[config.mk]
export PLATFORM = sky130hd
export DESIGN_NAME = parking_timer
export DESIGN_NICKNAME = d
export VERILOG_FILES = /design/src/rtl/sps_pkg.sv /design/src/rtl/slot_timer.sv /design/src/rtl/parking_timer.sv
export SDC_FILE = /design/constraint.sdc
export NUM_CORES = 1
export LEC_CHECK = 0
export BUFFER_PORTS_ARGS = -buffer_cell sky130_fd_sc_hd__buf_2
export CORE_MARGIN = 4
export CORE_UTILIZATION = 35
export CTS_BUF_LIST = sky130_fd_sc_hd__clkbuf_2 sky130_fd_sc_hd__clkbuf_4 sky130_fd_sc_hd__clkbuf_8
export DETAILED_ROUTE_END_ITERATION = 7
export PLACE_DENSITY = 0.57
export SYNTH_ARGS = -nofsm -noshare
export SYNTH_HDL_FRONTEND = slang
export SYNTH_SLANG_ARGS = --single-unit
[constraint.sdc]
create_clock -name clk -period 3.3 [get_ports clk]
set_input_delay 0.495 -clock clk [delete_from_list [all_inputs] [get_ports clk]]
set_output_delay 0.495 -clock clk [all_outputs]
set_load 0.05 [all_outputs]
[src/rtl/sps_pkg.sv]
// Shared definitions for the parking-slot timer: slot count, index type,
// mm:ss time record, rollover limits, display-mode encoding and the
// one-second advance helper used by every slot counter.
package sps_pkg;

    // Number of tracked parking slots; the slot index type below is sized for it.
    localparam int NUM_SLOTS = 4;
    localparam int SLOT_W    = 2;
    localparam int TIME_W    = 6;

    typedef logic [SLOT_W-1:0] slot_idx_t;

    // Parked duration as minutes:seconds, each field 0..59.
    typedef struct packed {
        logic [TIME_W-1:0] min;
        logic [TIME_W-1:0] sec;
    } mmss_t;

    localparam logic [TIME_W-1:0] SEC_MAX = 6'd59;
    localparam logic [TIME_W-1:0] MIN_MAX = 6'd59;

    localparam mmss_t MMSS_ZERO = '{min: 6'd0, sec: 6'd0};

    // Display mode: show free capacity (blank timer) or the last parked duration.
    typedef enum logic {
        MODE_CAP  = 1'b0,
        MODE_TIME = 1'b1
    } disp_mode_t;

    // Advance an mm:ss value by one second. At 59:59 the value either holds
    // (saturate=1) or wraps back to 00:00 (saturate=0).
    function automatic mmss_t mmss_advance(input mmss_t t, input logic saturate);
        mmss_t n;
        n = t;
        if (t.sec != SEC_MAX) begin
            n.sec = t.sec + 6'd1;
        end else if (t.min != MIN_MAX) begin
            n.sec = 6'd0;
            n.min = t.min + 6'd1;
        end else if (!saturate) begin
            n = MMSS_ZERO;
        end
        return n;
    endfunction

endpackage

[src/rtl/slot_timer.sv]
// Purpose: one parking slot -- an active flag plus an mm:ss counter advanced by the 1 Hz tick.
// Latency: start/stop/tick take effect on the next clk; count is a registered output.
// Backpressure: none; strobes are accepted every cycle and never stalled.
//
// Ports:
//   clk, reset        clock and synchronous active-high reset
//   start             car parked here: clear to 00:00 and mark active (wins over tick and stop)
//   stop              car left here: clear active, freeze the count
//   tick              1 Hz enable; advances the count only while active and not stopping
//   active            timer-running flag
//   count             current mm:ss value
// Build option: define PARKING_TIMER_SATURATE_EN to hold at 59:59 instead of wrapping to 00:00.
import sps_pkg::*;

module slot_timer (
    input  logic  clk,
    input  logic  reset,
    input  logic  start,
    input  logic  stop,
    input  logic  tick,
    output logic  active,
    output mmss_t count
);

`ifdef PARKING_TIMER_SATURATE_EN
    localparam logic SATURATE = 1'b1;
`else
    localparam logic SATURATE = 1'b0;
`endif

    always_ff @(posedge clk) begin
        if (reset) begin
            active <= 1'b0;
            count  <= MMSS_ZERO;
        end else if (start) begin
            // A fresh entry restarts the slot even if it was already running,
            // and swallows a coincident tick or exit to the same slot.
            active <= 1'b1;
            count  <= MMSS_ZERO;
        end else if (stop) begin
            // The departing count is captured upstream from the pre-update
            // value, so a coincident tick is simply dropped here.
            active <= 1'b0;
        end else if (active && tick) begin
            count  <= mmss_advance(count, SATURATE);
        end
    end

endmodule

[src/rtl/parking_timer.sv]
// Purpose: per-slot parking timers with a display that shows the last exit duration for a hold time.
// Latency: entry/exit/tick effects appear on outputs one clk after the strobe.
// Backpressure: none; every strobe is consumed in the cycle it arrives.
//
// Ports:
//   clk, reset              clock and synchronous active-high reset (overrides all strobes)
//   tick_1hz                one-clk enable, once per second
//   entry_pulse/entry_slot  car parked in entry_slot
//   exit_pulse/exit_slot    car left exit_slot (ignored if that slot is not running)
//   mode                    0 = capacity view, 1 = showing a parked duration
//   minutes/seconds         displayed duration, zero in capacity view
//   active                  per-slot timer-running flags
// Build option: define PARKING_TIMER_SATURATE_EN to make slot counters hold at 59:59.
import sps_pkg::*;

module parking_timer #(
    parameter int NUM_SLOTS    = sps_pkg::NUM_SLOTS,
    parameter int HOLD_SECONDS = 5
) (
    input  logic                 clk,
    input  logic                 reset,
    input  logic                 tick_1hz,
    input  logic                 entry_pulse,
    input  logic [1:0]           entry_slot,
    input  logic                 exit_pulse,
    input  logic [1:0]           exit_slot,
    output logic                 mode,
    output logic [5:0]           minutes,
    output logic [5:0]           seconds,
    output logic [NUM_SLOTS-1:0] active
);

    // Display FSM encoding.
    localparam logic [0:0] ST_IDLE = 1'b0;
    localparam logic [0:0] ST_SHOW = 1'b1;

    // Hold counter must be able to represent HOLD_SECONDS itself.
    localparam int HOLD_W = (HOLD_SECONDS < 1) ? 1 : $clog2(HOLD_SECONDS + 1);
    localparam logic [HOLD_W-1:0] HOLD_LOAD = HOLD_W'(HOLD_SECONDS);
    localparam logic [HOLD_W-1:0] HOLD_ONE  = HOLD_W'(1);

    logic [0:0]           state;
    logic [HOLD_W-1:0]    hold_cnt;
    mmss_t                disp_time;

    logic [NUM_SLOTS-1:0] slot_start;
    logic [NUM_SLOTS-1:0] slot_stop;
    mmss_t                slot_count [NUM_SLOTS];

    logic                 exit_valid;
    mmss_t                exit_count;

    // Decode the slot strobes.
    always_comb begin
        slot_start = '0;
        slot_stop  = '0;
        for (int i = 0; i < NUM_SLOTS; i++) begin
            slot_start[i] = entry_pulse && (entry_slot == slot_idx_t'(i));
            slot_stop[i]  = exit_pulse  && (exit_slot  == slot_idx_t'(i));
        end
    end

    for (genvar g = 0; g < NUM_SLOTS; g++) begin : g_slot
        slot_timer u_slot (
            .clk    (clk),
            .reset  (reset),
            .start  (slot_start[g]),
            .stop   (slot_stop[g]),
            .tick   (tick_1hz),
            .active (active[g]),
            .count  (slot_count[g])
        );
    end

    // An exit only counts when the slot was running; the latched duration is
    // the registered (pre-update) count, so a same-cycle tick or entry to the
    // same slot does not leak into the display.
    assign exit_valid = exit_pulse && active[exit_slot];
    assign exit_count = slot_count[exit_slot];

    always_ff @(posedge clk) begin
        if (reset) begin
            state     <= ST_IDLE;
            hold_cnt  <= '0;
            disp_time <= MMSS_ZERO;
        end else if (exit_valid) begin
            // Last exit wins: re-latch and restart the hold even mid-SHOW.
            state     <= ST_SHOW;
            hold_cnt  <= HOLD_LOAD;
            disp_time <= exit_count;
        end else if (state == ST_SHOW && tick_1hz) begin
            if (hold_cnt <= HOLD_ONE) begin
                // Counter reaches zero on this tick: drop back to capacity view.
                state     <= ST_IDLE;
                hold_cnt  <= '0;
                disp_time <= MMSS_ZERO;
            end else begin
                hold_cnt  <= hold_cnt - HOLD_ONE;
            end
        end
    end

    assign mode    = (state == ST_SHOW) ? MODE_TIME : MODE_CAP;
    assign minutes = disp_time.min;
    assign seconds = disp_time.sec;

endmodule

---- Yosys cells after proc, flatten, opt, wreduce, memory -nomap -nowiden ----
Index checks and enable logic that the tools add are counted.
Widths: inputs -> output; s select.
word-level totals
  word-level logic and storage cells ...... 119
  bits in registers ....................... 68
  bits of input ports ..................... 9
operators by class
  equal/unequal tests ..................... 14
  muxes and demuxes ....................... 31
  order comparisons ....................... 3
  bitwise logic cells ..................... 9
  add/sub/neg operators ................... 9
  reduce and logical (&&, ||, !) cells .... 36
operators with widths
  kind                 count
  $mux 12              9
  $add 6x1->6 const B  8
  $ne 6x6->1 const B   8
  $bmux 12 s2          1
  $mux 6               4
  $logic_and 1x1->1    14
  $mux 1               13
  $reduce_and 3->1     4
  $reduce_bool 2->1    6
  $reduce_and 2->1     5
  $reduce_or 2->1      5
  $mux 3               3
  $eq 2x2->1 const B   4
  $not 1->1            8
  $eq 2x1->1 const B   2
  $logic_not 2->1      2
  $ge 3x3->1 const B   1
  $le 3x1->1 const B   1
  $lt 2x3->1 const B   1
  $not 2->3            1
  $sub 3x1->3 const B  1
  $bmux 1 s2           1

---- Longest topological paths before layout ----
  word-level depth ........................ 5
  depth in mapped cells ................... 7
  gate-level depth less buffers ........... 6

---- By module ----
Synthesis repeated with hierarchy kept, for this count alone.
second synthesis, totals
  cell total of the unflattened synthesis .. 417
  area total of the unflattened synthesis .. 3,828.7 µm²
modules (own cells, without submodules)
  module         instances  cells an instance  sequential area each (µm²)  area an instance (µm²)
  slot_timer     4          77                 260.2                       656.9
  parking_timer  1          109                320.3                       1,201.2

---- Worst setup path before layout ----
No wires, ideal clock.
  path kind ............................... input -> register
  start ................................... input exit_slot[1]
  end ..................................... register disp_time (netlist bit seconds[3])
  data required time ...................... 3,183 ps
  buffers on the path ..................... 2
  stages on the path ...................... 4
  library setup time ...................... 117 ps
  arrival time ............................ 1,904 ps
  path slack .............................. 1,280 ps
  cells stage by stage .................... buf_4 buf_1 mux4_1 a22o_1
on the way
  longest elaborated chain between the ends .. 5
RTL lines
  item                                                                  line                                      source
  start: declaration                                                    parking_timer.sv:26                       input logic [1:0] exit_slot,
  $bmux 1 s2 / $not 2->3 (equally long branches)                        parking_timer.sv:78, parking_timer.sv:79
  $mux 1 (not written as such) / $bmux 12 s2 (equally long branches)    parking_timer.sv:78, parking_timer.sv:79
  $logic_and 1x1->1 / $mux 12 (equally long branches)                   parking_timer.sv:78, parking_timer.sv:79
  $reduce_bool 2->1 (no source line) / $mux 12 (equally long branches)  n/a
  $reduce_and 2->1 (no source line) / $mux 12 (equally long branches)   n/a
  end signal: assignment                                                parking_timer.sv:90                       disp_time <= exit_count;
  end: declaration                                                      parking_timer.sv:44                       mmss_t disp_time;
Parallel ways exist; a longest one is shown, timed or not. The select of a mux whose other input is x is not followed.
A chain may end at the register's enable or synchronous reset.

---- Worst setup path in the final report ----
  start ................................... input exit_slot[0]
  end ..................................... register g_slot[0].u_slot.count[11] (netlist bit)
on the way
  longest elaborated chain between the ends .. 4
RTL lines
  item                               line                 source
  $logic_not 2->1                    parking_timer.sv:59  slot_stop[i] = exit_pulse && (exit_slot == slot_idx_t'(i));
  $logic_and 1x1->1                  parking_timer.sv:59
  $not 1->1 (no source line)         n/a
  $reduce_and 3->1 (no source line)  n/a
  end signal: assignment             slot_timer.sv:45     count <= mmss_advance(count, SATURATE);
  end: declaration                   slot_timer.sv:22     output mmss_t count
No other way between the ends.

==> metrics.csv <==
metric,value,unit
CP Class,in -> reg,
Slew HR,26.9,%
vias in the first global route,2677,
Congestion Overflow GR,0,
Routed WL per cell,15.9,µm
hold path depth,1,
sequential-to-total area share from yosys stat,39.4,%
Cell variety after synth,48,
Critical Path RT,3580,ps
"Slew Viols, Final",0,
Tcrit/Tclk final,65.5,%
Total Die Area,0.0115,mm²
crit path time final,2160,ps
prevailing post-synth register cell,dfxtp_1,
Mapped Nets,400,
Slew @ Worst Pin,1090,ps
Die Span X,107,µm
syn avg cell area,9.07,µm²
CTS H-tree depth,3,
Synth Cell Area,0.00346,mm²
Num CTS Buffers,9,
synthesized instance count,381,
FP Rows,36,
IO Port Bufs,25,
CTS root buf,clkbuf_8,
setup violators final,0,
IO Pins,26,
Yosys reg bits,68,
Final Hold Vio Count,0,
core area,0.00968,mm²
r2r worst-path depth,5,
Worst-Skew Late Latency,340,ps
fillers,971,
Post-Route WL,8.55,mm
crit path max fanout,19,
DP HPWL,6.51,mm
Layout Area Growth over Synthesis,10.9,%
clock skew,6.79,ps
"leading cell types in the layout, fill and taps excluded","68 x dfxtp_1, 41 x nand2_1, 37 x nor2_1",
CP startpoint kind,input pin,
via count,2859,
initial core utilization,35.7,%
Reg area,0.00136,mm²
Setup crit end kind,register,
Synth Warn #,0,
Nets,420,
share of layout cells above drive strength 1,15.1,%
die height,107,µm
GRT Overall Usage,15.8,%
clk slew on worst S/H paths,70,ps
leakage,1.29,nW
Sinks on Clock Net,68,
CTS Hold Buffers Added,0,
"EDFF count, synth",0,
Final TNS setup,0,ps
DR DRC count,0,
initial antenna violation count,1,
n_diodes,0,
global-route wire length before repair,13.9,mm
maximum root-to-sink buffer count,2,
area of the multi-input gates,0.00198,mm²
worst hold margin,470,ps
status,"finished, final reports clean",
largest net degree at the start of global routing,20,
vias per inst,5.32,
Max Cap Violations,0,
CTS tree,done,
worst hold path type,reg -> reg,
RSZ-0062 raised after global routing,no,
Peak VDD IR,0.162,mV
"commonest non-fill, non-tap cell in the layout",dfxtp_1,
Worst EP arrival,2440,ps
post-CTS setup buffers,0,
PwrDens,394,mW/mm²
FMAX,463,MHz
fraction of registers with async set/reset,0,%
Initial DRC Count,154,
post-route ant nets,0,
post_cts resized,0,
drt first pass iters,4,
GPL Wtd Cong,0.834,
## layout make-up
class	count	share of cell area [%]
repair buffers	28	3.85
clock inverters	3	0.392
inverters	4	0.392
well taps	133	4.34
multi-input cells	290	51.7
flip-flops and latches	68	35.5
clock buffers	11	3.79
## final timing paths
check	slack, ps	end	startpoint
worst max register to register	1200	g_slot[0].u_slot.count[11]	g_slot[0].u_slot.count[0]
worst max-delay path	1140	g_slot[0].u_slot.count[11]	exit_slot[0]
worst min-delay path	470	minutes[0]	minutes[0]
worst min register to register	470	minutes[0]	minutes[0]
## synth_stat cells (2+ instances only)
library cell	number	area share [%]
buf_1	2	0.22
or3_2	2	0.43
a211oi_1	2	0.43
a22o_1	12	3.0
nor3_1	14	2.0
dfxtp_1	68	39
nand4b_1	4	1.0
and3b_1	2	0.51
mux4_2	11	7.2
nand3b_1	5	1.1
and3_1	2	0.36
ha_1	10	3.6
nor2b_1	3	0.54
clkbuf_1	8	0.87
nand3_1	21	3.0
buf_4	6	1.3
buf_2	3	0.43
or3_1	4	0.72
or4_1	3	0.65
nor4_1	13	2.4
o21ai_0	13	1.9
o31ai_1	3	0.65
nand2_1	41	4.5
nor2_1	37	4.0
mux2i_1	5	1.4
a41oi_1	2	0.51
a21oi_1	24	3.5
inv_1	4	0.43
nor3b_1	7	1.5
xnor2_1	23	5.8
nand2b_1	8	1.4
a31oi_1	3	0.54
## logic make-up (layout without fill, tap and decap cells)
| kind of cell | after synthesis | count (layout) | synth area share [%] |
|---|---|---|---|
| flip-flops | 68 | 68 | 39.4 |
| AND/OR/NAND/NOR | 171 | 171 | 25.5 |
| AO/OA/AOI/OAI | 69 | 69 | 13.0 |
| buffers and inverters | 23 | 46 | 3.26 |
| adder cells (fa/ha/maj) | 10 | 10 | 3.62 |
| multiplexers | 17 | 17 | 9.38 |
| XOR/XNOR | 23 | 23 | 5.83 |
## sequential cells by signal, indices dropped and copies added, names as in the netlist
| name | count |
|---|---|
| g_slot.u_slot.count | 48 |
| minutes | 6 |
| seconds | 6 |
| g_slot.u_slot.active | 4 |
| hold_cnt | 3 |
| state | 1 |
## power breakdown
part	switching (mW)	internal [mW]	leakage (nW)	total (mW)
registers	0.00816	0.826	0.548	0.835
logic	0.0670	0.0307	0.653	0.0976
clock network	0.290	0.289	0.0882	0.579
## metal layers
metal	vias up	global-route usage [%]	wire, µm
met5	-	0	7
met4	2	5.14	144
met3	11	4.50	385
met2	54	24.4	3910
met1	1355	21.2	4100
li1	1437	-	-
## through the flow
| step | util [%] | setup WS [ps] | power (mW) | instances | instance area [µm²] |
|---|---|---|---|---|---|
| CTS | 39.6 | 1150 | 1.53 | 537 | 3830 |
| global route | 39.6 | 961 | 1.58 | 537 | 3830 |
| global placement | 37.9 | 837 | 0.949 | 523 | 3670 |
| finish | 39.6 | 1140 | 1.51 | 537 | 3830 |
| detailed placement | 37.9 | 782 | 0.952 | 523 | 3670 |
| floorplan | - | 1280 | 0.925 | 381 | 3460 |
## critical path, cell delays in order
cell     delay (ps)
buf_2           320
nor3b_1         250
or4_1           670
or4_1           550
a21oi_1         140
(Power assumes the default switching activity.)
